[config.mk]
export PLATFORM = sky130hd
export DESIGN_NAME = branch_resolve_ctrl_flat
export DESIGN_NICKNAME = d
export VERILOG_FILES = /design/src/rtl/branch_resolve_ctrl_pkg.sv /design/src/rtl/branch_resolve_ctrl_if.sv /design/src/rtl/branch_resolve_ctrl_target.sv /design/src/rtl/branch_resolve_ctrl.sv /design/src/flat_wrapper.sv
export SDC_FILE = /design/constraint.sdc
export NUM_CORES = 1
export LEC_CHECK = 0
export BUFFER_PORTS_ARGS = -buffer_cell sky130_fd_sc_hd__buf_4
export CAP_MARGIN = 25
export CORE_MARGIN = 2
export CORE_UTILIZATION = 55
export CTS_CLUSTER_SIZE = 14
export DETAILED_ROUTE_END_ITERATION = 8
export GPL_TIMING_DRIVEN = 0
export PLACE_DENSITY = 0.86
export SLEW_MARGIN = 20
export SYNTH_ARGS = -nofsm -noshare
export SYNTH_HDL_FRONTEND = slang
export SYNTH_SLANG_ARGS = --single-unit
[constraint.sdc]
create_clock -name clk_i -period 3.1 [get_ports clk_i]
set_input_delay 0.62 -clock clk_i [delete_from_list [all_inputs] [get_ports clk_i]]
set_output_delay 0.62 -clock clk_i [all_outputs]
set_load 0.03 [all_outputs]
[src/rtl/branch_resolve_ctrl_pkg.sv]
// Shared definitions for the execute-stage branch resolve controller:
// control-transfer kind codes, RV32I branch funct3 codes, FSM state encoding
// and the latched op descriptor.
package branch_resolve_ctrl_pkg;

    localparam logic [1:0] KIND_BRANCH = 2'b00;
    localparam logic [1:0] KIND_JAL    = 2'b01;
    localparam logic [1:0] KIND_JALR   = 2'b10;
    localparam logic [1:0] KIND_RSVD   = 2'b11;

    localparam logic [2:0] F3_BEQ  = 3'b000;
    localparam logic [2:0] F3_BNE  = 3'b001;
    localparam logic [2:0] F3_BLT  = 3'b100;
    localparam logic [2:0] F3_BGE  = 3'b101;
    localparam logic [2:0] F3_BLTU = 3'b110;
    localparam logic [2:0] F3_BGEU = 3'b111;

    typedef enum logic [1:0] {
        ST_IDLE  = 2'd0,
        ST_EVAL  = 2'd1,
        ST_REDIR = 2'd2
    } brState_t;

    typedef struct packed {
        logic [1:0] kind;
        logic [2:0] funct3;
    } brOp_t;

    function automatic logic isJump(input logic [1:0] kind);
        return (kind == KIND_JAL) || (kind == KIND_JALR);
    endfunction

endpackage

[src/rtl/branch_resolve_ctrl_if.sv]
// Decode-side op handshake plus fetch-side redirect handshake and link write.
//   br_*/pc/imm/rs1/rs2 : op from decode (valid/ready)
//   redir_*             : redirect to fetch (valid held until ready)
//   link_*              : one-cycle rd write for JAL/JALR
// slave = the resolve controller, master = decode/fetch/regfile side.
interface branch_resolve_ctrl_if #(parameter int XLEN = 32);
    logic            br_valid;
    logic            br_ready;
    logic [1:0]      br_kind;
    logic [2:0]      br_funct3;
    logic [XLEN-1:0] pc;
    logic [XLEN-1:0] imm;
    logic [XLEN-1:0] rs1;
    logic [XLEN-1:0] rs2;
    logic            redir_valid;
    logic [XLEN-1:0] redir_pc;
    logic            redir_ready;
    logic            link_valid;
    logic [XLEN-1:0] link_data;

    modport slave (
        input  br_valid, br_kind, br_funct3, pc, imm, rs1, rs2, redir_ready,
        output br_ready, redir_valid, redir_pc, link_valid, link_data
    );

    modport master (
        output br_valid, br_kind, br_funct3, pc, imm, rs1, rs2, redir_ready,
        input  br_ready, redir_valid, redir_pc, link_valid, link_data
    );
endinterface

[src/rtl/branch_resolve_ctrl_target.sv]
// br_target_calc: pure combinational taken/target decode for one latched op.
//   op        : kind + funct3
//   pc/imm/rs1: target operands
//   cmpEq/Lt  : comparator flags for the latched rs1/rs2
//   taken     : transfer is taken (never set for illegal ops)
//   illegal   : reserved kind or funct3 010/011 on a branch
//   target    : pc+imm, or (rs1+imm) with bit 0 cleared for JALR
module br_target_calc
    import branch_resolve_ctrl_pkg::*;
#(
    parameter int XLEN = 32
) (
    input  brOp_t           op,
    input  logic [XLEN-1:0] pc,
    input  logic [XLEN-1:0] imm,
    input  logic [XLEN-1:0] rs1,
    input  logic            cmpEq,
    input  logic            cmpLt,
    output logic            taken,
    output logic            illegal,
    output logic [XLEN-1:0] target
);
    logic [XLEN-1:0] pcSum;
    logic [XLEN-1:0] jalrSum;

    assign pcSum   = pc + imm;
    assign jalrSum = rs1 + imm;

    always_comb begin
        taken   = 1'b0;
        illegal = 1'b0;
        target  = pcSum;
        case (op.kind)
            KIND_BRANCH: begin
                case (op.funct3)
                    F3_BEQ:          taken = cmpEq;
                    F3_BNE:          taken = !cmpEq;
                    F3_BLT, F3_BLTU: taken = cmpLt;
                    F3_BGE, F3_BGEU: taken = !cmpLt;
                    default:         illegal = 1'b1;
                endcase
            end
            KIND_JAL:  taken = 1'b1;
            KIND_JALR: begin
                taken  = 1'b1;
                target = jalrSum & {{(XLEN-1){1'b1}}, 1'b0};
            end
            default:   illegal = 1'b1;
        endcase
    end
endmodule

[src/rtl/branch_resolve_ctrl.sv]
// branch_resolve_ctrl: sequences the execute-stage branch comparator for
// BRANCH/JAL/JALR, issues a held redirect plus a one-cycle IF/ID flush
// (fetch predicts not-taken), writes the link for jumps and counts taken
// transfers with a saturating counter.
//   clk_i, rst_n_i     : clock, async active-low reset
//   br                 : decode op / redirect / link handshakes (slave side)
//   cmp_*              : external comparator operands, mode and flags
//   flush_i            : upstream kill of the op in flight
//   flush_o            : one-cycle IF/ID kill on the first redirect cycle
//   illegal_o/misalign_o : one-cycle exception pulses after evaluation
//   taken_cnt_o        : taken transfers since reset, saturating
module branch_resolve_ctrl
    import branch_resolve_ctrl_pkg::*;
#(
    parameter int XLEN  = 32,
    parameter int CNT_W = 16
) (
    input  logic                  clk_i,
    input  logic                  rst_n_i,
    branch_resolve_ctrl_if.slave  br,
    output logic                  cmp_brun_o,
    output logic [XLEN-1:0]       cmp_a_o,
    output logic [XLEN-1:0]       cmp_b_o,
    input  logic                  cmp_eq_i,
    input  logic                  cmp_lt_i,
    input  logic                  flush_i,
    output logic                  flush_o,
    output logic                  illegal_o,
    output logic                  misalign_o,
    output logic [CNT_W-1:0]      taken_cnt_o
);
    brState_t        state, nextState;
    brOp_t           opQ;
    logic [XLEN-1:0] pcQ, immQ, rs1Q, rs2Q;
    logic [XLEN-1:0] redirPcQ, linkDataQ;
    logic            flushPendQ, linkPendQ, illegalQ, misalignQ;
    logic [CNT_W-1:0] cntQ, cntPrevQ;

    logic            accept, evalLive, redirGo;
    logic            calcTaken, calcIllegal;
    logic [XLEN-1:0] calcTarget;

    br_target_calc #(.XLEN(XLEN)) uCalc (
        .op      (opQ),
        .pc      (pcQ),
        .imm     (immQ),
        .rs1     (rs1Q),
        .cmpEq   (cmp_eq_i),
        .cmpLt   (cmp_lt_i),
        .taken   (calcTaken),
        .illegal (calcIllegal),
        .target  (calcTarget)
    );

    assign evalLive = (state == ST_EVAL) && !flush_i;
    // A misaligned taken target raises misalign_o instead of redirecting.
    assign redirGo  = evalLive && calcTaken && !calcTarget[1];

    always_ff @(posedge clk_i or negedge rst_n_i) begin
        if (!rst_n_i) state <= ST_IDLE;
        else          state <= nextState;
    end

    always_comb begin
        nextState = state;
        accept    = 1'b0;
        case (state)
            ST_IDLE: begin
                accept = br.br_valid && !flush_i;
                if (accept) nextState = ST_EVAL;
            end
            ST_EVAL:  nextState = redirGo ? ST_REDIR : ST_IDLE;
            // flush_i wins over redir_ready: either way the op is finished.
            ST_REDIR: if (flush_i || br.redir_ready) nextState = ST_IDLE;
            default:  nextState = ST_IDLE;
        endcase
    end

    always_ff @(posedge clk_i or negedge rst_n_i) begin
        if (!rst_n_i) begin
            opQ        <= '0;
            pcQ        <= '0;
            immQ       <= '0;
            rs1Q       <= '0;
            rs2Q       <= '0;
            redirPcQ   <= '0;
            linkDataQ  <= '0;
            flushPendQ <= 1'b0;
            linkPendQ  <= 1'b0;
            illegalQ   <= 1'b0;
            misalignQ  <= 1'b0;
            cntQ       <= '0;
            cntPrevQ   <= '0;
        end else begin
            if (accept) begin
                opQ  <= '{kind: br.br_kind, funct3: br.br_funct3};
                pcQ  <= br.pc;
                immQ <= br.imm;
                rs1Q <= br.rs1;
                rs2Q <= br.rs2;
            end
            flushPendQ <= redirGo;
            linkPendQ  <= redirGo && isJump(opQ.kind);
            illegalQ   <= evalLive && calcIllegal;
            misalignQ  <= evalLive && calcTaken && calcTarget[1];
            if (redirGo) begin
                redirPcQ  <= calcTarget;
                linkDataQ <= pcQ + XLEN'(4);
                // Count optimistically so the count is visible with the
                // redirect; a later kill rolls it back from cntPrevQ.
                cntPrevQ  <= cntQ;
                if (cntQ != '1) cntQ <= cntQ + CNT_W'(1);
            end else if (state == ST_REDIR && flush_i) begin
                cntQ <= cntPrevQ;
            end
        end
    end

    // Redirect-side outputs are masked by flush_i so a killed op never
    // shows a redirect, flush or link, even on its first REDIR cycle.
    assign br.br_ready    = (state == ST_IDLE);
    assign br.redir_valid = (state == ST_REDIR) && !flush_i;
    assign br.redir_pc    = redirPcQ;
    assign br.link_valid  = linkPendQ && !flush_i;
    assign br.link_data   = linkDataQ;
    assign flush_o        = flushPendQ && !flush_i;
    assign illegal_o      = illegalQ;
    assign misalign_o     = misalignQ;
    assign taken_cnt_o    = cntQ;
    assign cmp_brun_o     = opQ.funct3[1];
    assign cmp_a_o        = rs1Q;
    assign cmp_b_o        = rs2Q;
endmodule
[src/flat_wrapper.sv]
// flat-port wrapper written by rule: the top's interface ports become plain ports
module branch_resolve_ctrl_flat import branch_resolve_ctrl_pkg::*;
#(
    parameter int XLEN  = 32,
    parameter int CNT_W = 16
)
  (clk_i, rst_n_i, cmp_brun_o, cmp_a_o, cmp_b_o, cmp_eq_i, cmp_lt_i, flush_i, flush_o, illegal_o, misalign_o, taken_cnt_o, br_br_valid, br_br_kind, br_br_funct3, br_pc, br_imm, br_rs1, br_rs2, br_redir_ready, br_br_ready, br_redir_valid, br_redir_pc, br_link_valid, br_link_data);
  branch_resolve_ctrl_if #(.XLEN(XLEN)) br_i ();
  input  logic clk_i;
  input  logic rst_n_i;
  output logic cmp_brun_o;
  output logic [XLEN-1:0] cmp_a_o;
  output logic [XLEN-1:0] cmp_b_o;
  input  logic cmp_eq_i;
  input  logic cmp_lt_i;
  input  logic flush_i;
  output logic flush_o;
  output logic illegal_o;
  output logic misalign_o;
  output logic [CNT_W-1:0] taken_cnt_o;
  input wire logic [$bits(br_i.br_valid)-1:0] br_br_valid;
  input wire logic [$bits(br_i.br_kind)-1:0] br_br_kind;
  input wire logic [$bits(br_i.br_funct3)-1:0] br_br_funct3;
  input wire logic [$bits(br_i.pc)-1:0] br_pc;
  input wire logic [$bits(br_i.imm)-1:0] br_imm;
  input wire logic [$bits(br_i.rs1)-1:0] br_rs1;
  input wire logic [$bits(br_i.rs2)-1:0] br_rs2;
  input wire logic [$bits(br_i.redir_ready)-1:0] br_redir_ready;
  output wire logic [$bits(br_i.br_ready)-1:0] br_br_ready;
  output wire logic [$bits(br_i.redir_valid)-1:0] br_redir_valid;
  output wire logic [$bits(br_i.redir_pc)-1:0] br_redir_pc;
  output wire logic [$bits(br_i.link_valid)-1:0] br_link_valid;
  output wire logic [$bits(br_i.link_data)-1:0] br_link_data;
  assign br_i.br_valid = br_br_valid;
  assign br_i.br_kind = br_br_kind;
  assign br_i.br_funct3 = br_br_funct3;
  assign br_i.pc = br_pc;
  assign br_i.imm = br_imm;
  assign br_i.rs1 = br_rs1;
  assign br_i.rs2 = br_rs2;
  assign br_i.redir_ready = br_redir_ready;
  assign br_br_ready = br_i.br_ready;
  assign br_redir_valid = br_i.redir_valid;
  assign br_redir_pc = br_i.redir_pc;
  assign br_link_valid = br_i.link_valid;
  assign br_link_data = br_i.link_data;
  branch_resolve_ctrl #(.XLEN(XLEN), .CNT_W(CNT_W)) u_core (.clk_i(clk_i), .rst_n_i(rst_n_i), .br(br_i), .cmp_brun_o(cmp_brun_o), .cmp_a_o(cmp_a_o), .cmp_b_o(cmp_b_o), .cmp_eq_i(cmp_eq_i), .cmp_lt_i(cmp_lt_i), .flush_i(flush_i), .flush_o(flush_o), .illegal_o(illegal_o), .misalign_o(misalign_o), .taken_cnt_o(taken_cnt_o));
endmodule
==> results.ini, run 1 <==
[outcome]
status=finished, final reports clean

[die]
io_pins=291
die_area_um2=25400
num_rows=56
fp.dieW_um=160
die_height_um=160
initial_core_util=0.563
core_um2=23600

[worst_setup_path]
worstSetupEndpoint=u_core.br.redir_pc[23]
rr_startpoint=u_core.opQ[3]
critPathMaxStageDelay_ps=560
reg2reg_depth=10
crit_path_start_kind=register
r2r_end=u_core.br.redir_pc[23]
crit_arrival_ps=3360
crit_buf_inv=5
worstPathRequired_ps=3480
critPathLaunch=u_core.opQ[3]
slowest_stage=ha_1
cp-end-kind=register
cpMostUsedCell=inv_1
crit_type=register to register
crit_cells=10
crit_fanout=10
path_cells=inv_1, ha_1, mux2i_2, inv_1, or3_1, buf_6, clkbuf_2, buf_1, nand2_1, o31ai_1
r2r_slack_ps=120
path_delay_family=buffers and inverters

[sta]
finClkSkew_ps=17.8
setup_viol=0
fin_crit_sh=0.960
slew_headroom=0.451
grt_setup_unrepaired=false
min_period_ps=2980
fmaxAchievable_ghz=0.336
finalWorstSetupSlack_ps=124
hold_violations=0
worst_slew_pin_slew_ps=823
maxSlewViolCount=0

[power_and_ir_drop]
p_leak_nw=7.72
power_per_cell_area_nw_per_um2=959
ir_worst_vdd_v=0.000580

[synthesis]
ys_seq_area_frac=0.442
syn-num-nets=1570
async_flop_share=1.00
syn_inst=1362
synth_edf_count=0
yosysWarnings=0
yosys.area.top_type=dfrtp_1
avgSynthCellArea_um2=9.76
ys_ff_latch=235
synth_cell_type_count=78
synth.top_cell.area_share=0.442
netlist_area_um2=13300
synth_flop_cell=dfrtp_1
synth.area.top_cells=dfrtp_1, mux2_2, ha_1

[route]
wirelength_mm=39.5
drc_errors=0
route.vias.total=11900
firstDrtPassIters=5
final_antenna_net_count=0
drt_iter0_drc=975
avgViaCountPerCell=5.90
wire_per_inst_um=19.6

[clock_network]
clock_latency_ps=530
cts_buffers=25
clockBufferDepth=3
cts_sinks=235
clk_pin_slew_ps=70
cts_max_level=1
postCtsHoldBufs=0
cts_setup_buffers=0
clock-root-buffer=clkbuf_16
cts_tree=yes

[final_layout]
antennaDiodeCount=0
area_growth_pct=26.8
final_area_um2=16900
layout_commonest_cell=buf_4
final_cell_mix=buf_4, dfrtp_1, nand2_1
drive_above_1_share=0.299
fin_nets=1888

[global_route]
grt_pass1_wl_mm=62.1
grt_pass1_vias=11800
grt-ovfl-total=0
antenna_found_initial=0
grt_start_max_net_pins=98
globalRouteTotalUtil=0.305
grt_use_met2=0.505
use_met1=0.396
met3_usage=0.0685
busiest_layer=met2

[hold_path]
hp-class=input pin to asynchronous set/reset pin

[placement]
dp.final_hpwl_mm=29.9
place_area_um2=15900
numPortBuffers=290
preCtsSetupSlack_ps=-103
gp_congestion=0.956

[job]
max_cap_violations=0

-- cell type report --
class | count | area [um^2]
inverter | 29 | 111
sequential | 235 | 5880
timing repair buffer | 292 | 2240
tap | 319 | 399
buffer | 64 | 283
multi-input combinational | 1033 | 7080
clock inverter | 8 | 169
clock buffer | 36 | 707
fill | 1758 | 6750
-- worst reg2reg max path, stage by stage, from the launching register on --
cell	delay (ps)
dfrtp_1	380
inv_1	100
ha_1	560
mux2i_2	350
inv_1	70
or3_1	340
buf_6	170
clkbuf_2	260
buf_1	350
nand2_1	170
o31ai_1	80
-- metal layers --
layer  routed length [um]  share of wire  vias up
li1                     -              -     5524
met1                16100           0.41     5736
met2                18700           0.47      553
met3                 3410          0.086       83
met4                 1360          0.034        0
met5                    0              0        -
-- registers in the layout, indices dropped and copies added, names as in the netlist, 2 cells and up --
signal and count:
u_core.br.link_data 32, u_core.br.redir_pc 32, u_core.cmp_a_o 32, u_core.cmp_b_o 32, u_core.immQ 32, u_core.pcQ 32
u_core.cntPrevQ 16, u_core.taken_cnt_o 16, u_core.opQ 4, u_core.state 2
-- power breakdown --
part           leakage [nW]  internal [mW]  switching, mW
logic                  4.44           3.18           4.83
clock network         0.428           1.99           1.22
registers              2.86           4.01          0.938
-- Yosys cell counts (3+ instances only) --
cell type,count
nand3_1,41
nor2b_1,5
o21bai_1,5
dfrtp_1,235
xor2_1,35
inv_1,26
nor2_1,77
buf_2,11
a31o_2,3
a211oi_1,8
o22ai_1,6
mux2_2,130
a22oi_1,3
o21ai_0,51
o211ai_1,12
a21oi_1,92
nand4_1,19
a311o_1,3
a31oi_1,16
buf_1,6
and2_1,3
or2_1,4
o31ai_1,6
and3_1,11
mux2i_1,7
a21boi_0,3
nor4_1,4
o21ai_2,3
nand2b_1,6
o41ai_1,3
or3_1,7
o21a_1,8
xnor2_1,38
nor3b_1,6
nand2_1,179
nor3_1,36
a21o_1,26
ha_1,66
o21ai_1,66
clkbuf_1,45
-- cells by family after synthesis --
| logic type | Yosys count | share of synthesized area |
|---|---|---|
| AND/OR/NAND/NOR | 413 | 0.141 |
| adder cells (fa/ha/maj) | 68 | 0.0651 |
| multiplexers | 138 | 0.116 |
| buffers and inverters | 94 | 0.0287 |
| flip-flops | 235 | 0.442 |
| AO/OA/AOI/OAI | 341 | 0.158 |
| XOR/XNOR | 73 | 0.0481 |
-- through the flow --
stage	total power [mW]	hold slack, ps	setup TNS, ps	instances	utilization
6_report	16.2	41.1	0	2016	0.714
5_1_grt	17.1	75.0	0	2016	0.714
4_1_cts	16.0	59.6	0	2016	0.712
3_5_place_dp	12.8	451	-2350	1973	0.675
3_3_place_gp	12.5	446	-69200	1971	0.672
2_1_floorplan	10.1	324	0	1362	-
-- timing repair --
| action | 4_1_cts | 5_1_grt |
|---|---|---|
| pin swaps | 0 | 1 |
| gates resized for setup | 2 | 23 |
| setup endpoints to repair | 48 | 55 |
-- worst min-delay path by stage --
stage                                   endpoint  slack [ps]  depth (start not counted)
after floorplan           u_core.br.link_data[0]         320                          0
after global placement        u_core.cntPrevQ[1]         450                          2
after detailed placement      u_core.cntPrevQ[1]         450                          2
after CTS                      u_core.misalign_o          60                          1
after global routing         u_core.cntPrevQ[15]          80                          1
final                          u_core.misalign_o          40                          1
Note: power is estimated with default switching activity, not from simulation.
==> run 2: changes to the inputs <==
--- a/config.mk
+++ b/config.mk
@@ -13,6 +13,7 @@
 export DETAILED_ROUTE_END_ITERATION = 8
 export GPL_TIMING_DRIVEN = 0
 export PLACE_DENSITY = 0.86
+export REMOVE_ABC_BUFFERS = 1
 export SLEW_MARGIN = 20
 export SYNTH_ARGS = -nofsm -noshare
 export SYNTH_HDL_FRONTEND = slang
==> results.ini, run 2 (same netlist as run 1, synthesis figures left out) <==
[outcome]
status=finished, final reports clean

[clock_network]
cts_tree=yes
cts_sinks=235
cts_buffers=26
clock-root-buffer=clkbuf_16
clock_latency_ps=540
clk_pin_slew_ps=70
clockBufferDepth=3
cts_max_level=1

[route]
avgViaCountPerCell=5.91
wire_per_inst_um=19.4
firstDrtPassIters=6
final_antenna_net_count=0
wirelength_mm=38.6
drc_errors=0
drt_iter0_drc=917
route.vias.total=11800

[power_and_ir_drop]
ir_worst_vdd_v=0.000568
p_total_mw=16.2
p_sw_frac=0.433
seqPwrFrac=0.302
p_sw_mw=7.04
power_per_cell_area_nw_per_um2=954
clkPwrFrac=0.198
p_leak_nw=7.83
combPwrFrac=0.501
internal_power_mw=9.20

[worst_setup_path]
crit_arrival_ps=3470
rr_startpoint=u_core.immQ[0]
reg2reg_depth=10
critPathLaunch=u_core.immQ[0]
r2r_end=u_core.br.redir_pc[26]
cp-end-kind=register
crit_type=register to register
r2r_slack_ps=70
worstSetupEndpoint=u_core.br.redir_pc[26]
worstPathRequired_ps=3540
crit_path_start_kind=register
crit_fanout=4

[placement]
dp_cells=1933
dp.final_hpwl_mm=27.1
gp_congestion=0.929
preCtsSetupSlack_ps=-1360
numPortBuffers=290
place_area_um2=15900

[final_layout]
drive_above_1_share=0.322
final_area_um2=17000
layout_commonest_cell=buf_4
fin_cells=1994
final_cell_mix=buf_4, dfrtp_1, nand2_1
fin_nets=1863
antennaDiodeCount=0
utilization=0.721
area_growth_pct=28.0

[die]
core_um2=23600
initial_core_util=0.563
io_pins=291
die_area_um2=25400
num_rows=56
fp.dieW_um=160
die_height_um=160

[sta]
hold_violations=0
min_period_ps=3030
setup_viol=0
maxSlewViolCount=0
setup-tns-final_ps=0
finalWorstSetupSlack_ps=67.5
slew_headroom=0.430
fin_hold_ws_ps=295
finClkSkew_ps=18.7
worst_slew_pin_slew_ps=847
fmaxAchievable_ghz=0.330
fin_crit_sh=0.978

[job]
max_cap_violations=0

[global_route]
grt_pass1_vias=11800
grt_start_max_net_pins=100
grt-ovfl-total=0
grt_pass1_wl_mm=62.0
antenna_found_initial=0
globalRouteTotalUtil=0.297

[hold_path]
hp-class=input pin to register

## run 2: changes by cell type in the layout (fill, tap and decap cells not counted), moves of 3 or more
cell | previous run | this run
buf_2 | 10 | 13
clkbuf_1 | 45 | 2
buf_1 | 5 | 0
clkinv_2 | 2 | 9
clkbuf_2 | 6 | 0
clkbuf_16 | 25 | 28
clkbuf_8 | 4 | 8
buf_4 | 292 | 304
bufinv_16 | 5 | 2
## run 2: how the worst min path moves through the flow
stage | start | end | cells past startpoint | slack, ps
after floorplan | rst_n_i | u_core.br.link_data[0] | 0 | 320
after global placement | u_core.cntPrevQ[1] | u_core.cntPrevQ[1] | 2 | 440
after detailed placement | u_core.cntPrevQ[1] | u_core.cntPrevQ[1] | 2 | 450
after CTS | br_br_funct3[2] | u_core.opQ[2] | 3 | 280
after global routing | br_br_kind[1] | u_core.opQ[4] | 3 | 300
final | br_br_funct3[2] | u_core.opQ[2] | 3 | 290
## run 2: power by group through the flow
stage	clock network, mW	logic, mW	registers, mW
final	3.21	8.13	4.90
after global routing	3.38	8.77	5.02
after CTS	3.26	7.96	4.87
after detailed placement	0	7.82	4.91
after global placement	0	7.69	4.86
after floorplan	0	4.17	6.00
## run 2: worst max-delay path, stage by stage (launching register included)
cell,delay [ps]
dfrtp_1,430
and2_1,200
fa_1,400
a21o_1,210
a311o_1,410
nand4_1,190
a211oi_2,110
o21ai_1,330
o221ai_1,200
xnor2_1,180
a311oi_1,280
## run 2: area by class of cell
class | instances | area (um^2)
clock inverters | 11 | 105
repair inverters | 1 | 8.76
inverters | 29 | 135
well taps | 319 | 399
multi-input cells | 1036 | 7160
flip-flops and latches | 235 | 5880
fillers | 1728 | 6590
repair buffers | 326 | 2550
clock buffers | 37 | 793
## run 2: routing by layer
metal,up-vias,track usage,wire [um]
li1,5484,-,-
met1,5712,0.396,15800
met2,512,0.487,18400
met3,85,0.0557,3050
met4,0,0.107,1360
met5,-,0,0
## run 2: timing repair
action,CTS,global route
gates cloned,4,1
setup buffers,6,1
hold endpoints to repair,40,0
pin swaps,2,3
gates resized for setup,12,10
hold buffers,1,0
endpoints found under the setup margin,73,24
==> run 3: changes to the inputs <==
--- a/config.mk
+++ b/config.mk
@@ -8,11 +8,12 @@
 export BUFFER_PORTS_ARGS = -buffer_cell sky130_fd_sc_hd__buf_4
 export CAP_MARGIN = 25
 export CORE_MARGIN = 2
-export CORE_UTILIZATION = 55
+export CORE_UTILIZATION = 60
+export CTS_BUF_LIST = sky130_fd_sc_hd__clkbuf_16
 export CTS_CLUSTER_SIZE = 14
 export DETAILED_ROUTE_END_ITERATION = 8
 export GPL_TIMING_DRIVEN = 0
-export PLACE_DENSITY = 0.86
+export PLACE_DENSITY = 0.92
 export REMOVE_ABC_BUFFERS = 1
 export SLEW_MARGIN = 20
 export SYNTH_ARGS = -nofsm -noshare
==> constraint.sdc (replaced) <==
create_clock -name clk_i -period 3.95 [get_ports clk_i]
set_input_delay 0.79 -clock clk_i [delete_from_list [all_inputs] [get_ports clk_i]]
set_output_delay 0.79 -clock clk_i [all_outputs]
set_load 0.03 [all_outputs]
==> results.ini, run 3 (same netlist as run 1, synthesis figures left out) <==
[clock_network]
clock-root-buffer=clkbuf_16
clk_pin_slew_ps=70
cts_tree=yes
cts_sinks=235
cts_setup_buffers=0
cts_max_level=1
cts_buffers=25
clockBufferDepth=3
postCtsHoldBufs=0
clock_latency_ps=540

[final_layout]
layout_commonest_cell=buf_4
drive_above_1_share=0.305
utilization=0.762
area_growth_pct=25.0
final_cell_mix=buf_4, dfrtp_1, nand2_1
final_area_um2=16600
fin_cells=1938
fin_nets=1848
antennaDiodeCount=0

[sta]
finalWorstSetupSlack_ps=209
setup_viol=0
slew_headroom=0.344
fin_crit_sh=0.947
finClkSkew_ps=20.5
maxSlewViolCount=0
fmaxAchievable_ghz=0.267
min_period_ps=3740
hold_violations=0
grt_setup_unrepaired=false
setup-tns-final_ps=0
worst_slew_pin_slew_ps=975
fin_hold_ws_ps=155

[global_route]
grt_pass1_vias=11600
antenna_found_initial=0
globalRouteTotalUtil=0.311
grt_start_max_net_pins=100
grt-ovfl-total=0
grt_pass1_wl_mm=59.8

[power_and_ir_drop]
p_total_mw=12.4
p_leak_nw=7.70
ir_worst_vdd_v=0.000480
power_per_cell_area_nw_per_um2=745

[worst_setup_path]
crit_type=register to register
cpMostUsedCell=inv_1
crit_arrival_ps=4170
crit_fanout=62
worstPathRequired_ps=4380
crit_path_start_kind=register
cp-end-kind=register
slowest_stage=or3_4
critPathMaxStageDelay_ps=530
path_cells=inv_1, ha_2, buf_12, mux2i_1, inv_1, or3_4, buf_16, clkinv_8, o21ai_1, o21ai_4, nand2_1, a22o_1

[placement]
dp_cells=1893
gp_congestion=0.966
dp.final_hpwl_mm=27.6
preCtsSetupSlack_ps=-202
place_area_um2=15800
numPortBuffers=290

[route]
route.vias.total=11800
wire_per_inst_um=19.3
drc_errors=0
final_antenna_net_count=0
drt_iter0_drc=952
avgViaCountPerCell=6.07
firstDrtPassIters=6
wirelength_mm=37.3

[hold_path]
hp-class=input pin to asynchronous set/reset pin

[die]
die_area_um2=23400
fp.dieW_um=153
initial_core_util=0.609
core_um2=21800
die_height_um=153
num_rows=54
io_pins=291

[outcome]
status=finished, final reports clean

[job]
max_cap_violations=0

## run 3: layout make-up
cell class                 instances  area, um^2
fill                            1488        5200
multi-input combinational       1033        7060
clock inverter                    20         163
timing repair buffer             316        2420
inverter                          29         121
tap                              280         350
sequential                       235        5880
clock buffer                      25         626
## run 3: power breakdown
group | switching, mW | total [mW] | internal, mW
Clock | 0.991 | 2.28 | 1.29
Combinational | 3.76 | 6.26 | 2.50
Sequential | 0.704 | 3.85 | 3.15
## run 3: repair_timing
action,4_1_cts,5_1_grt
hold endpoints to repair,0,0
pin swaps,0,0
setup endpoints to repair,16,16
gates resized for setup,2,2
## run 3: critical path: cells and delay by family, from the launching register on
family / cells / cell delay, ps
flip-flops: 1 / 380
AND/OR/NAND/NOR: 2 / 640
buffers and inverters: 5 / 980
adder cells (fa/ha/maj): 1 / 430
multiplexers: 1 / 320
AO/OA/AOI/OAI: 3 / 770
## run 3: worst paths after layout
| path | from | to | slack (ps) | depth (start not counted) |
|---|---|---|---|---|
| min in group clk_i | br_br_kind[1] | u_core.opQ[4] | 460 | 3 |
| min reg2reg | u_core.cntPrevQ[9] | u_core.cntPrevQ[9] | 480 | 2 |
| min | rst_n_i | u_core.pcQ[3] | 150 | 1 |
| max in group asynchronous | rst_n_i | u_core.cmp_a_o[28] | 2950 | 2 |
| max | u_core.opQ[3] | u_core.taken_cnt_o[9] | 210 | 12 |
| max reg2reg | u_core.opQ[3] | u_core.taken_cnt_o[9] | 210 | 12 |
## run 3: layer usage
metal  global-route usage  share of wire  vias to the layer above
li1                     -              -                     5452
met2                0.519           0.48                      545
met4                0.116          0.039                        0
met5                    0              0                        -
met3               0.0638          0.080                      106
met1                0.404           0.40                     5663
